## src/rtl/sum_bcd_display.sv

```systemverilog
`default_nettype none
// ============================================================================
// Module   : sum_bcd_display
// Purpose  : Serial double-dabble binary-to-BCD converter with registered,
//            active-low 7-segment outputs and optional leading-zero blanking.
// Revision : 1.0  initial release
// ============================================================================
module sum_bcd_display #(
  parameter int p_WIDTH  = 9,
  parameter int p_DIGITS = 4
) (
  input  logic                    iw_clk,
  input  logic                    iw_rst,
  input  logic [p_WIDTH-1:0]      iwv_value,
  input  logic                    iw_start,
  input  logic                    iw_blank,
  output logic                    ow_busy,
  output logic                    ow_done,
  output logic [4*p_DIGITS-1:0]   owv_bcd,
  output logic [7*p_DIGITS-1:0]   owv_hex
);

  localparam int c_BW = 4 * p_DIGITS;
  localparam int c_HW = 7 * p_DIGITS;
  localparam int c_CW = (p_WIDTH > 1) ? $clog2(p_WIDTH) : 1;
  localparam logic [63:0] c_LIMIT = 64'(10 ** p_DIGITS);
  localparam logic [c_CW-1:0] c_LAST = c_CW'(p_WIDTH - 1);

  localparam logic [0:0] c_IDLE  = 1'b0;
  localparam logic [0:0] c_SHIFT = 1'b1;

  logic [0:0]         state_q, state_d;
  logic [p_WIDTH-1:0] bin_q;
  logic [c_BW-1:0]    bcd_q;
  logic [c_CW-1:0]    cnt_q;
  logic               blank_q;
  logic               ovf_q;
  logic               done_q;
  logic [c_BW-1:0]    bcd_out_q;
  logic [c_HW-1:0]    hex_out_q;

  logic               w_accept;
  logic               w_last;
  logic [c_BW-1:0]    w_adj;
  logic [c_BW-1:0]    w_shift_bcd;
  logic [c_HW-1:0]    w_seg;
  logic [c_HW-1:0]    w_hex;

  function automatic logic [6:0] seg7(input logic [3:0] d);
    case (d)
      4'd0:    seg7 = 7'h40;
      4'd1:    seg7 = 7'h79;
      4'd2:    seg7 = 7'h24;
      4'd3:    seg7 = 7'h30;
      4'd4:    seg7 = 7'h19;
      4'd5:    seg7 = 7'h12;
      4'd6:    seg7 = 7'h02;
      4'd7:    seg7 = 7'h78;
      4'd8:    seg7 = 7'h00;
      4'd9:    seg7 = 7'h10;
      default: seg7 = 7'h7F;
    endcase
  endfunction

  assign w_accept    = (state_q == c_IDLE) && iw_start;
  assign w_last      = (state_q == c_SHIFT) && (cnt_q == c_LAST);
  assign w_shift_bcd = {w_adj[c_BW-2:0], bin_q[p_WIDTH-1]};

  genvar g;
  generate
    for (g = 0; g < p_DIGITS; g++) begin : g_digit
      assign w_adj[4*g +: 4] = (bcd_q[4*g +: 4] >= 4'd5) ? (bcd_q[4*g +: 4] + 4'd3)
                                                         : bcd_q[4*g +: 4];
      assign w_seg[7*g +: 7] = seg7(w_shift_bcd[4*g +: 4]);
    end
  endgenerate

  // Blank digits from the top down until the first nonzero one; digit 0 always shows.
  always_comb begin
    logic v_run;
    w_hex = w_seg;
    v_run = blank_q;
    for (int i = p_DIGITS - 1; i >= 1; i--) begin
      if (w_shift_bcd[4*i +: 4] != 4'd0) v_run = 1'b0;
      if (v_run) w_hex[7*i +: 7] = 7'h7F;
    end
  end

  always_ff @(posedge iw_clk or posedge iw_rst) begin
    if (iw_rst) state_q <= c_IDLE;
    else        state_q <= state_d;
  end

  always_comb begin
    state_d = state_q;
    case (state_q)
      c_IDLE:  if (iw_start) state_d = c_SHIFT;
      c_SHIFT: if (w_last)   state_d = c_IDLE;
      default: state_d = c_IDLE;
    endcase
  end

  always_comb begin
    ow_busy = (state_q == c_SHIFT);
  end

  always_ff @(posedge iw_clk or posedge iw_rst) begin
    if (iw_rst) begin
      bin_q     <= '0;
      bcd_q     <= '0;
      cnt_q     <= '0;
      blank_q   <= 1'b0;
      ovf_q     <= 1'b0;
      done_q    <= 1'b0;
      bcd_out_q <= '0;
      hex_out_q <= '1;
    end else begin
      done_q <= 1'b0;
      if (w_accept) begin
        bin_q   <= iwv_value;
        blank_q <= iw_blank;
        bcd_q   <= '0;
        cnt_q   <= '0;
        ovf_q   <= (64'(iwv_value) >= c_LIMIT);
      end else if (state_q == c_SHIFT) begin
        bin_q <= bin_q << 1;
        bcd_q <= w_shift_bcd;
        cnt_q <= cnt_q + 1'b1;
        if (w_last) begin
          done_q <= 1'b1;
          if (ovf_q) begin
            bcd_out_q <= '1;
            hex_out_q <= {p_DIGITS{7'h3F}};
          end else begin
            bcd_out_q <= w_shift_bcd;
            hex_out_q <= w_hex;
          end
        end
      end
    end
  end

  assign ow_done = done_q;
  assign owv_bcd = bcd_out_q;
  assign owv_hex = hex_out_q;

endmodule
`default_nettype wire

```

## config.mk

```make
export PLATFORM = sky130hd
export DESIGN_NAME = sum_bcd_display
export DESIGN_NICKNAME = d
export VERILOG_FILES = /design/src/rtl/sum_bcd_display.sv
export SDC_FILE = /design/constraint.sdc
export NUM_CORES = 1
export LEC_CHECK = 0
export BUFFER_PORTS_ARGS = -buffer_cell sky130_fd_sc_hd__buf_2
export CAP_MARGIN = 40
export CORE_ASPECT_RATIO = 1.25
export CORE_MARGIN = 2
export CORE_UTILIZATION = 64
export CTS_BUF_LIST = sky130_fd_sc_hd__clkbuf_2 sky130_fd_sc_hd__clkbuf_4 sky130_fd_sc_hd__clkbuf_8
export CTS_CLUSTER_DIAMETER = 40
export DETAILED_ROUTE_END_ITERATION = 16
export GPL_TIMING_DRIVEN = 0
export HOLD_SLACK_MARGIN = 0.05
export PLACE_DENSITY = 0.88
export SLEW_MARGIN = 20
export SYNTH_ARGS = -nofsm -noshare
export SYNTH_HDL_FRONTEND = slang
export SYNTH_SLANG_ARGS = --single-unit
export TNS_END_PERCENT = 1
```

## constraint.sdc

```tcl
create_clock -name iw_clk -period 6 [get_ports iw_clk]
set_input_delay 0.3 -clock iw_clk [delete_from_list [all_inputs] [get_ports iw_clk]]
set_output_delay 0.3 -clock iw_clk [all_outputs]
set_load 0.02 [all_outputs]
```

## After elaboration in Yosys (flattened, before gate mapping)

Memories as Yosys holds them, arrays and structs flattened. A register that Yosys moved wholly into a read port is not among the register bits.
Cells that the tools add are included.

- Output and inout bits: 46
- Bits in read-only memories: 448
- Memories kept: 4
- Input port bits: 13
- Bits in registers: 76

- Add/subtract/negate cells: 5
- Muxes and demuxes: 22
- Reductions and logical operators: 7
- Equality and inequality tests: 1
- $lt $le $gt $ge: 4
- Bitwise operators: 2

Memories:

| name | words | bits a word | read ports | clocked after memory_dff | write ports | line | source |
|---|---|---|---|---|---|---|---|
| (name not given) | 16 | 7 | 1 | 0 | 0 | 50 | `case (d)` |
| (name not given) | 16 | 7 | 1 | 0 | 0 | 50 |  |
| (name not given) | 16 | 7 | 1 | 0 | 0 | 50 |  |
| (name not given) | 16 | 7 | 1 | 1 | 0 | 50 |  |

Operators with widths:

| cell | number |
|---|---|
| 2-to-1 mux 16 bit | 2 |
| 2-to-1 mux 7 bit | 3 |
| 2-to-1 mux 4 bit | 5 |
| 2-to-1 mux 9 bit | 2 |
| greater-or-equal comparator 4 x 3 -> 1 bit (second input constant) | 4 |
| adder 4 x 2 -> 4 bit (second input constant) | 3 |
| nonzero test 4 bit | 3 |
| 2-to-1 mux 1 bit | 8 |
| adder 4 x 1 -> 4 bit (second input constant) | 1 |
| equality test 4 bit (second input constant) | 1 |
| adder 3 x 2 -> 3 bit (second input constant) | 1 |
| 2-to-1 mux 3 bit | 1 |
| AND reduction 3 bit | 1 |
| logical AND 1 bit | 2 |
| NOT 1 bit | 2 |
| one-hot mux 1 bit (2 select lines) | 1 |
| nonzero test 2 bit | 1 |

## Depth between registers and ports, before layout

Gate-level depths: netlist of the first run.

- Depth in word-level cells: 7
- Mapped depth: 11
- Mapped depth without buffers: 11

## Worst setup path before layout of the first run

OpenSTA, ideal clock, no wires.

- Path type: reg-to-reg
- Start: reg bcd_q[8]
- End: reg hex_out_q[10], in the netlist owv_hex[10]
- Library setup time: 0.073 ns
- Setup slack: 3.763 ns
- Cell stages (with the launch flop): 12
- Clock period less this slack: 2.237 ns
- Buffers on the path: 0
- Required time: 5.927 ns
- Arrival: 2.164 ns
- Cells stage by stage: dfrtp_1 inv_1 ha_1 nand2b_1 a21oi_2 xnor2_1 ha_1 and3_1 o2111ai_2 nor2_2 nor3_2 a21oi_1

- Word-level cells in the longest chain between the ends: 7
- Elaborated cells between the ends (all ways): 9
- Classes of those cells: add/sub (1); order compare (1); mux (5); reduce/logical (2)

RTL lines:

| element | line | source |
|---|---|---|
| start: declaration | 34 | `logic [c_BW-1:0] bcd_q;` |
| start signal: assignment | 127 | `bcd_q <= w_shift_bcd;` |
| adder 4 x 2 -> 4 bit / greater-or-equal comparator 4 x 3 -> 1 bit (equally long branches) | 72 | `assign w_adj[4*g +: 4] = (bcd_q[4*g +: 4] >= 4'd5) ? (bcd_q[4*g +: 4] + 4'd3)` |
| 2-to-1 mux 4 bit * | 72 |  |
| nonzero test 4 bit | 84 | `if (w_shift_bcd[4*i +: 4] != 4'd0) v_run = 1'b0;` |
| 2-to-1 mux 1 bit | 84 |  |
| 2-to-1 mux 1 bit * (2 in series) | 84 |  |
| 2-to-1 mux 7 bit * | 85 | `if (v_run) w_hex[7*i +: 7] = 7'h7F;` |
| end signal: assignment | 133 | `hex_out_q <= {p_DIGITS{7'h3F}};` |
| end signal: assignment | 136 | `hex_out_q <= w_hex;` |
| end: declaration | 40 | `logic [c_HW-1:0] hex_out_q;` |

Mark *: on every way between the ends. The rest lies on a longest branch, timed or not.
A chain may end at the register's enable or synchronous reset.

## Final worst setup path of the first run

- Start: reg bcd_q[5]
- End: reg hex_out_q[20], in the netlist owv_hex[20]

- Word-level cells in the longest chain between the ends: 5
- Elaborated cells between the ends (all ways): 7
- Classes of those cells: add/sub (1); order compare (1); mux (3); reduce/logical (1); memory (1)

RTL lines:

| element | line |
|---|---|
| adder 4 x 2 -> 4 bit / greater-or-equal comparator 4 x 3 -> 1 bit (equally long branches) | 72 |
| 2-to-1 mux 4 bit * | 72 |
| parallel branches: the longest is 2 deep, another holds memory (16 x 7 bit) | - |
| 2-to-1 mux 7 bit * | 85 |

Mark *: on every way between the ends.

==> reports/metrics.csv, run 1 <==
stage,metric,value,unit
place,area post-placement,4587,um^2
synthesis,mux contribution to synthesized area,0.08050,
synthesis,Post-Syn Nets,465,
place,Placed Cells,565,
grt,met1 GRT Util,0.3359,
clocking,"CTS clk-pin slew, worst paths",0.08,ns
grt,grt total ovfl,0,
detailed_routing,TritonRoute pass-1 iters,5,
sta,minimum clock period,2.874,ns
sta,Fmax achieved,347.9,MHz
sta,pins over their slew limit,0,
die,Rows,32,
place,PortBufs,57,
run_status,status,"finished, final reports clean",
min_path,Hold Path Depth,2,
clocking,Post-CTS Setup Inserts,0,
grt,met2 GRT Util,0.4516,
sta,TNS Setup,0,ns
grt,vias in the first global route,3201,
detailed_routing,Vias,3410,
clocking,H-tree depth,3,
detailed_routing,vias per cell,5.859,
worst_setup_path,CP Class,reg2reg,
synthesis,xor-xnor portion of the synthesized cell area,0.01262,
clocking,root buf cell,clkbuf_8,
sta,worst rel slew slack,0.5013,
clocking,CTS tree,done,
sta,Slew @ Worst Pin,0.7481,ns
worst_setup_path,Crit. End Element,flip-flop,
place,Post-DP HPWL,6.699,mm
sta,clock skew,0.009140,ns
cells_and_area,most frequent cells in the layout,"buf_2, nand2_1, dfrtp_1",
grt,pin count of the biggest net entering global routing,51,
detailed_routing,DR WL/cell,16.00,um
synthesis,Synth Area in Adders,0.09012,
sta,final hold slack,0.1792,ns
place,global placer's final weighted congestion,0.9380,
flow_run,total of max-cap violations,0,
synthesis,Yosys cell types,56,
worst_setup_path,Worst Path Required,6.28,ns
grt,first-pass GRT wire length,15.14,mm
grt,most used routing layer,met2,
die,Die ar.,7173,um^2
sta,RSZ-0062 raised after global routing,false,
cells_and_area,final instance area,4803,um^2
synthesis,number of synthesized flops with an enable pin,0,
sta,Fin. Hold Viols,0,
cells_and_area,Final Non-Filler Cells,582,
cells_and_area,Filler cells,410,
clocking,"Clk Latency, worst-skew pair",0.36,ns
synthesis,post-synthesis instance area,4165,um^2
grt,initial antenna violation count,0,
clocking,Sink Count,76,
cells_and_area,Final nets,535,
grt,GR Layer Usage met3,0.05096,
sta,Final period util,0.4791,
synthesis,asr flop ratio synth,1.000,
synthesis,main combinational cell family by area after synthesis,compound AO/OA/AOI/OAI gates,
die,Die X,76.16,um
die,Die H,94.20,um
clocking,Num CTS Buffers,9,
detailed_routing,initial DRC count,277,
min_path,worst min-delay path class,in2reg,
synthesis,Post-Synth Simple-Gate Area,0.1511,
synthesis,Syn. warnings,0,
clocking,clock buffer depth,2,
die,Initial Util,0.6669,
worst_setup_path,critical-path maximum fanout,6,
die,I/O pin cnt,59,
worst_setup_path,"Arr. time, crit path",3.15,ns
synthesis,"Top FF cell, synth",dfrtp_1,
detailed_routing,DR DRC count,0,
grt,GRT Overall Usage,0.2713,
synthesis,post-synthesis sequential area ratio,0.4650,
worst_setup_path,Worst setup SP type,flip-flop,
synthesis,Mapped Cells,422,
synthesis,syn avg cell area,9.870,um^2
synthesis,Compound-Gate Fraction of Synth Area,0.1613,
worst_setup_path,r2r worst-path depth,11,
cells_and_area,share of layout cells above drive strength 1,0.2495,
die,core area,6246,um^2
sta,Final setup viols,0,
synthesis,"flops & latches, synth",76,
cells_and_area,Area growth syn-to-layout,15.32,%
detailed_routing,Final ANT Viol Nets,0,
cells_and_area,antenna cells,0,
detailed_routing,drt total wl,9.311,mm
-- repair_timing --
item | CTS | global route
hold buffers | 1 | 0
endpoints found under the hold margin | 23 | 0
gates resized for setup | 0 | 0
-- layer usage --
metal | vias to the layer above | share of wire
met5 | - | 0
met4 | 0 | 0.024
met3 | 19 | 0.050
met2 | 109 | 0.50
met1 | 1679 | 0.43
li1 | 1603 | -
-- per-stage QoR --
step                      worst slack [ns]    util
after CTS                            3.225  0.7690
after global routing                 2.984  0.7690
after global placement               3.016  0.7296
after floorplan                      3.763       -
final                                3.126  0.7690
after detailed placement             3.248  0.7344
-- final timing paths --
check / from / endpoint / slack (ns)
worst max-delay path: bcd_q[5] / owv_hex[20] / 3.13
worst min-delay path: iw_blank / blank_q / 0.18
worst max register to register: bcd_q[5] / owv_hex[20] / 3.13
worst min register to register: owv_hex[4] / owv_hex[4] / 0.48
max in group asynchronous: iw_rst / owv_hex[8] / 4.91
min in group asynchronous: iw_rst / bcd_q[6] / 0.48
-- area by class of cell --
type | instances | area, um^2 | share of cell area
Multi-Input combinational cell | 304 | 2064 | 0.4298
Sequential cell | 76 | 1937 | 0.4032
Timing Repair Buffer | 59 | 322.8 | 0.06721
Clock buffer | 12 | 158.9 | 0.03308
Tap cell | 85 | 106.4 | 0.02214
Inverter | 24 | 92.59 | 0.01928
Buffer | 18 | 73.82 | 0.01537
Clock inverter | 4 | 47.55 | 0.009898
-- synth_stat cells, drive strengths merged, types with 2 or more instances --
cell type  instances  area share
nand2             59       0.053
dfrtp             48        0.29
o21ai             41       0.050
ha                30       0.090
dfstp             28        0.18
mux2i             27       0.070
nor2              25       0.023
a21oi             23       0.034
inv               23       0.021
nand2b            14       0.022
nand3             12       0.014
clkbuf            11      0.0099
buf                7      0.0078
a21o               6       0.011
nor3               6      0.0084
nor3b              6       0.011
o211ai             6       0.011
o31ai              5      0.0090
xnor2              5       0.011
a22o               4      0.0084
mux2               4       0.011
a211o              3      0.0063
a22oi              3      0.0066
and2               3      0.0045
a31oi              2      0.0030
and3               2      0.0030
nand3b             2      0.0036
o21a               2      0.0036
o21ba              2      0.0048
-- cell families after synthesis --
logic type,after synthesis
AND/OR/NAND/NOR,134
AO/OA/AOI/OAI,103
flip-flops,76
buffers and inverters,42
multiplexers,31
adder cells (fa/ha/maj),30
XOR/XNOR,6
-- flip-flops by register name, summed over array words and instances, names as in the netlist --
name     cells
owv_hex     28
bcd_q       16
owv_bcd     16
bin_q        9
cnt_q        4
blank_q      1
ow_busy      1
ow_done      1
-- worst max-delay path: stages (launching register included) --
cell and delay [ns]:
dfrtp_1 0.42, inv_1 0.15, ha_1 0.26, nand2b_1 0.14, nor3b_1 0.16, a21oi_1 0.51, ha_1 0.29, and3_1 0.18
o2111ai_2 0.19, nand2_1 0.18, nor2_1 0.10, o22ai_1 0.20
Power of run 1 is not shown: default switching activity piles up to over one toggle a cycle in this logic, so the estimate is an artifact.
==> run 2, diff against run 1 <==
ABC_AREA = 1   (was not set)
CORE_UTILIZATION = 54   (was 64)
PLACE_DENSITY = 0.79   (was 0.88)
clock period = 2.6 ns   (was 6 ns; I/O delays follow)
==> reports/metrics.csv, run 2 <==
stage,metric,value,unit
synthesis,"top cells by count, synth","nand2_1, dfrtp_1, inv_1, nand3_1, nor2_1",
sta,Fmax achieved,430.2,MHz
die,Die X,83.41,um
die,I/O pin cnt,59,
clocking,H-tree depth,3,
die,Die H,103.3,um
worst_setup_path,CP peak stage delay,0.39,ns
sta,Final period util,0.8940,
synthesis,number of synthesized flops with an enable pin,0,
place,Post-DP HPWL,6.921,mm
clocking,root buf cell,clkbuf_8,
clocking,CTS tree,done,
grt,first-pass GRT wire length,16.56,mm
synthesis,Syn. warnings,0,
cells_and_area,max FFs per register,28,
die,core area,7702,um^2
cells_and_area,share of layout cells above drive strength 1,0.2855,
min_path,Hold Path Depth,3,
flow_run,total of max-cap violations,0,
sta,clock skew,0.01259,ns
synthesis,mux contribution to synthesized area,0,
worst_setup_path,critical-path maximum fanout,6,
cells_and_area,antenna cells,0,
synthesis,syn avg cell area,8.776,um^2
cells_and_area,final instance area,5035,um^2
synthesis,Synth Area in Adders,0.08818,
power_and_ir_drop,PwrDens,1514,nW/um^2
sta,pins over their slew limit,0,
sta,RSZ-0062 raised after global routing,false,
worst_setup_path,r2r worst-path depth,14,
run_status,status,"finished, final reports clean",
detailed_routing,Vias,3601,
synthesis,Compound-Gate Fraction of Synth Area,0.1076,
cells_and_area,Final nets,609,
worst_setup_path,critical path cell sequence,"inv_1, ha_1, inv_1, nand2_2, nand3_2, xor2_1, inv_1, ha_1, nand2_1, nor2_4, nand2_4, nand2_2, nand2_4, nand3_2",
sta,Final setup viols,0,
cells_and_area,"commonest non-fill, non-tap cell in the layout",nand2_1,
place,global placer's final weighted congestion,0.8643,
cells_and_area,Area growth syn-to-layout,18.28,%
synthesis,leading area contributor after synthesis,dfrtp_1,
grt,GRT Overall Usage,0.2450,
synthesis,share of the synthesized area in the top cell type,0.2822,
sta,TNS Setup,0,ns
clocking,Post-CTS Setup Inserts,0,
detailed_routing,initial DRC count,186,
detailed_routing,DR WL/cell,14.96,um
sta,Slew @ Worst Pin,0.5873,ns
place,area post-placement,4696,um^2
worst_setup_path,reg2reg start,bcd_q[12],
worst_setup_path,slack of the worst reg-to-reg path,0.28,ns
min_path,Hold EP,ow_busy,
synthesis,post-synthesis instance area,4257,um^2
power_and_ir_drop,VDD IR-drop max,0.8550,mV
cells_and_area,area of the multi-input gates,2057,um^2
grt,initial antenna violation count,0,
synthesis,Post-Synth Simple-Gate Area,0.2743,
grt,pin count of the biggest net entering global routing,56,
synthesis,"count leader, synth",nand2_1,
synthesis,main combinational cell family by area after synthesis,simple AND/OR/NAND/NOR gates,
clocking,clock buffer depth,2,
cells_and_area,Filler cells,640,
synthesis,Yosys cell types,41,
grt,grt total ovfl,0,
worst_setup_path,Worst setup SP type,flip-flop,
detailed_routing,Final ANT Viol Nets,0,
power_and_ir_drop,Static Leak,0.002576,uW
min_path,worst min-delay path class,in2reg,
die,Initial Util,0.5526,
worst_setup_path,critical path's most frequent cell,inv_1,
worst_setup_path,Worst Path Required,2.90,ns
synthesis,dominant cells by area after synthesis,"dfrtp_1, dfstp_2, nand2_1",
synthesis,"Top FF cell, synth",dfrtp_1,
detailed_routing,vias per cell,5.407,
synthesis,"flops & latches, synth",76,
clocking,Sink Count,76,
min_path,hold wc startpoint,iw_start,
synthesis,asr flop ratio synth,1.000,
clocking,"Clk Latency, worst-skew pair",0.37,ns
worst_setup_path,worst r2r dst,owv_hex[20],
sta,worst rel slew slack,0.6084,
synthesis,xor-xnor portion of the synthesized cell area,0.01058,
cells_and_area,final design utilization,0.6537,
place,PortBufs,58,
worst_setup_path,Crit. End Element,flip-flop,
die,Rows,36,
detailed_routing,DR DRC count,0,
cells_and_area,most frequent cells in the layout,"nand2_1, buf_2, dfrtp_1",
worst_setup_path,CP Class,reg2reg,
synthesis,post-synthesis sequential area ratio,0.4550,
cells_and_area,sequential cell area,1937,um^2
synthesis,Mapped Cells,485,
detailed_routing,TritonRoute pass-1 iters,5,
worst_setup_path,slowest CP cell,dfrtp_1,
synthesis,Post-Syn Nets,528,
clocking,"CTS clk-pin slew, worst paths",0.08,ns
worst_setup_path,"Arr. time, crit path",2.62,ns
sta,minimum clock period,2.324,ns
grt,vias in the first global route,3480,
die,Die ar.,8613,um^2
clocking,Num CTS Buffers,9,
detailed_routing,drt total wl,9.962,mm
sta,Fin. Hold Viols,0,
run 2: stage by stage:
stage / power [uW] / worst slack, ns / cells / hold WS, ns
final: 7622 / 0.2756 / 666 / 0.1009
after floorplan: 5511 / 0.5780 / 485 / 0.2396
after CTS: 7603 / 0.2106 / 666 / 0.08980
after detailed placement: 6574 / 0.2304 / 639 / 0.1088
after global placement: 6391 / -0.2772 / 638 / 0.3367
after global routing: 8294 / 0.04999 / 666 / 0.1395
run 2: area by class of cell:
type	instances	area share
inverter	58	0.04399
tap	95	0.02361
buffer	12	0.01093
sequential	76	0.3847
clock inverter	3	0.008946
timing repair buffer	70	0.08499
clock buffer	13	0.03429
multi-input combinational	339	0.4085
run 2: critical path, delay by kind of cell, from the launching register on:
kind                     cells  cell delay (ns)
AND/OR/NAND/NOR              8             0.67
adder cells (fa/ha/maj)      2             0.45
flip-flops                   1             0.39
XOR/XNOR                     1             0.38
buffers and inverters        3             0.34
run 2: cells by family (layout without fill, tap and decap cells):
group / after synthesis / after routing
AND/OR/NAND/NOR: 233 / 233
adder cells (fa/ha/maj): 30 / 30
buffers and inverters: 70 / 156
XOR/XNOR: 3 / 3
flip-flops: 76 / 76
AO/OA/AOI/OAI: 73 / 73
run 2: per-layer routing:
layer  routed length, um  track usage  vias up
li1                    -            -     1747
met1                4031       0.2840     1740
met2                5197       0.4411       93
met3                 443      0.03730       21
met4                 290       0.1377        0
met5                   0            0        -
run 2: timing repair:
action / in CTS / in global routing
endpoints found under the hold margin: 40 / 0
hold buffers: 11 / 0
gates resized for setup: 0 / 2
endpoints found under the setup margin: 0 / 4
run 2: worst max-delay path by stage:
stage,from,to,slack [ns],cells past startpoint
global route,bcd_q[12],owv_hex[20],0.05,14
finish,bcd_q[12],owv_hex[20],0.28,14
global placement,iw_rst,owv_bcd[10],-0.28,2
detailed placement,bcd_q[9],owv_hex[20],0.23,14
CTS,bcd_q[9],owv_hex[20],0.21,14
floorplan,iw_rst,bcd_q[0],0.58,1
run 2: where the power goes:
part,switching (uW),internal (uW)
Sequential,334,1850
Clock,450,533
Combinational,2990,1460
Total,3780,3850
(Power assumes the default switching activity.)
==> run 3, diff against run 2 <==
CAP_MARGIN = 30   (was 40)
CORE_ASPECT_RATIO = 0.6   (was 1.25)
PLACE_DENSITY = 0.76   (was 0.79)
==> reports/metrics.csv, run 3 (synthesis gave the netlist of run 2 again) <==
stage,metric,value,unit
detailed_routing,Vias,3589,
power_and_ir_drop,Reg power frac,0.290,
power_and_ir_drop,PwrDens,1514,nW/um^2
grt,first-pass GRT wire length,16.68,mm
clocking,Num CTS Buffers,9,
worst_setup_path,Worst Path Required,2.89,ns
clocking,post-CTS resize count,0,
cells_and_area,Area growth syn-to-layout,17.93,%
place,Post-DP HPWL,7.367,mm
die,Die X,118.6,um
cells_and_area,antenna cells,0,
sta,worst rel slew slack,0.6034,
cells_and_area,share of layout cells above drive strength 1,0.2820,
cells_and_area,"commonest non-fill, non-tap cell in the layout",nand2_1,
cells_and_area,most frequent cells in the layout,"nand2_1, buf_2, dfrtp_1",
detailed_routing,Final ANT Viol Nets,0,
power_and_ir_drop,P_int,3784,uW
worst_setup_path,Crit. End Element,flip-flop,
power_and_ir_drop,clock share of power,0.119,
detailed_routing,initial DRC count,222,
worst_setup_path,"Arr. time, crit path",2.76,ns
run_status,status,"finished, final reports clean",
power_and_ir_drop,sw power,3818,uW
sta,final hold slack,0.1179,ns
min_path,worst min-delay path class,in2reg,
sta,Fmax achieved,405.6,MHz
flow_run,total of max-cap violations,0,
place,PortBufs,58,
worst_setup_path,critical path's most frequent cell,inv_1,
sta,RSZ-0062 raised after global routing,false,
place,DP Worst Slack,0.2577,ns
power_and_ir_drop,Static Leak,0.002571,uW
clocking,CTS tree,done,
grt,grt total ovfl,0,
sta,Slew @ Worst Pin,0.5949,ns
sta,minimum clock period,2.466,ns
detailed_routing,DR DRC count,0,
clocking,clock buffer depth,2,
sta,Final setup viols,0,
detailed_routing,drt total wl,10.29,mm
sta,pins over their slew limit,0,
grt,pin count of the biggest net entering global routing,52,
die,Initial Util,0.5487,
die,core area,7757,um^2
die,I/O pin cnt,59,
sta,Fin. Hold Viols,0,
grt,vias in the first global route,3381,
power_and_ir_drop,VDD IR-drop max,0.6426,mV
die,Die H,72.77,um
sta,clock skew,0.01643,ns
power_and_ir_drop,logic gate share of total power,0.591,
die,Die ar.,8632,um^2
clocking,"Clk Latency, worst-skew pair",0.36,ns
worst_setup_path,slowest CP cell,xor2_1,
cells_and_area,max FFs per register,28,
cells_and_area,final design utilization,0.6471,
detailed_routing,DR WL/cell,15.15,um
clocking,root buf cell,clkbuf_8,
sta,Final period util,0.9483,
die,Rows,25,
clocking,H-tree depth,3,
worst_setup_path,critical-path maximum fanout,6,
grt,GRT Overall Usage,0.2507,
worst_setup_path,critical path cell sequence,"inv_1, ha_1, inv_1, nand2_2, nand3_2, xor2_1, inv_1, ha_1, inv_1, nor2_4, nand2_4, nand2_2, nand2_4, nand3_2",
clocking,Sink Count,76,
grt,initial antenna violation count,0,
worst_setup_path,CP Class,reg2reg,
sta,post-route worst setup slack,0.1345,ns
detailed_routing,TritonRoute pass-1 iters,5,
cells_and_area,Final nets,609,
clocking,"CTS clk-pin slew, worst paths",0.09,ns
place,global placer's final weighted congestion,0.8981,
worst_setup_path,Worst setup SP type,flip-flop,
power_and_ir_drop,switching share of total power,0.5022,
detailed_routing,vias per cell,5.286,
worst_setup_path,CP peak stage delay,0.42,ns
run 3: cell types whose count changed in the layout (fill, tap and decap cells not counted):
| cell | change |
|---|---|
| clkinvlp_4 | -1 |
| xor2_2 | -1 |
| o21ai_2 | -1 |
| clkbuf_8 | -2 |
| o21ai_1 | +1 |
| xor2_1 | +1 |
| clkinv_2 | +3 |
run 3: worst paths after layout:
path	from	endpoint	slack (ns)	cells after the start
max	bcd_q[9]	owv_hex[17]	0.13	14
min	iw_start	ow_busy	0.12	3
max reg2reg	bcd_q[9]	owv_hex[17]	0.13	14
min reg2reg	owv_hex[24]	owv_hex[24]	0.50	2
max in group asynchronous	iw_rst	owv_hex[12]	1.66	4
min in group asynchronous	iw_rst	bin_q[2]	0.31	3
run 3: metal layers:
metal  up-vias  track usage  wire, um
met5         -            0         0
met4         0      0.07143        82
met3         9      0.05938       575
met2       105       0.3889      4597
met1      1727       0.3555      5032
li1       1748            -         -
run 3: per-stage QoR:
| step | instance area, um^2 | power, uW | setup TNS (ns) | instances |
|---|---|---|---|---|
| 4_1_cts | 5020 | 7588 | 0 | 679 |
| 2_1_floorplan | 4257 | 5511 | 0 | 485 |
| 6_report | 5020 | 7601 | 0 | 679 |
| 3_5_place_dp | 4712 | 6624 | 0 | 652 |
| 3_3_place_gp | 4682 | 6437 | -15.52 | 651 |
| 5_1_grt | 5020 | 8216 | 0 | 679 |
run 3: layout make-up:
| class | count | area (um^2) |
|---|---|---|
| Inverter | 58 | 221.5 |
| Buffer | 12 | 55.05 |
| Timing Repair Buffer | 70 | 427.9 |
| Clock buffer | 11 | 145.1 |
| Fill cell | 677 | 2738 |
| Multi-Input combinational cell | 339 | 2046 |
| Tap cell | 108 | 135.1 |
| Clock inverter | 5 | 52.55 |
| Sequential cell | 76 | 1937 |
run 3: power by group through the flow:
stage / clock network [uW] / logic [uW] / registers [uW]
4_1_cts: 928 / 4460 / 2200
6_report: 905 / 4500 / 2200
3_3_place_gp: 0 / 4250 / 2190
2_1_floorplan: 0 / 2950 / 2560
3_5_place_dp: 0 / 4410 / 2210
5_1_grt: 965 / 4990 / 2260
run 3: worst max-delay path: cells and delay by family (launching register included):
family	cells	cell delay (ns)
XOR/XNOR	1	0.42
adder cells (fa/ha/maj)	2	0.44
flip-flops	1	0.41
buffers and inverters	4	0.49
AND/OR/NAND/NOR	7	0.63
run 3: timing repair:
item                      in CTS  in global routing
hold endpoints to repair      35                  0
setup buffers                  0                  0
hold buffers                  11                  0
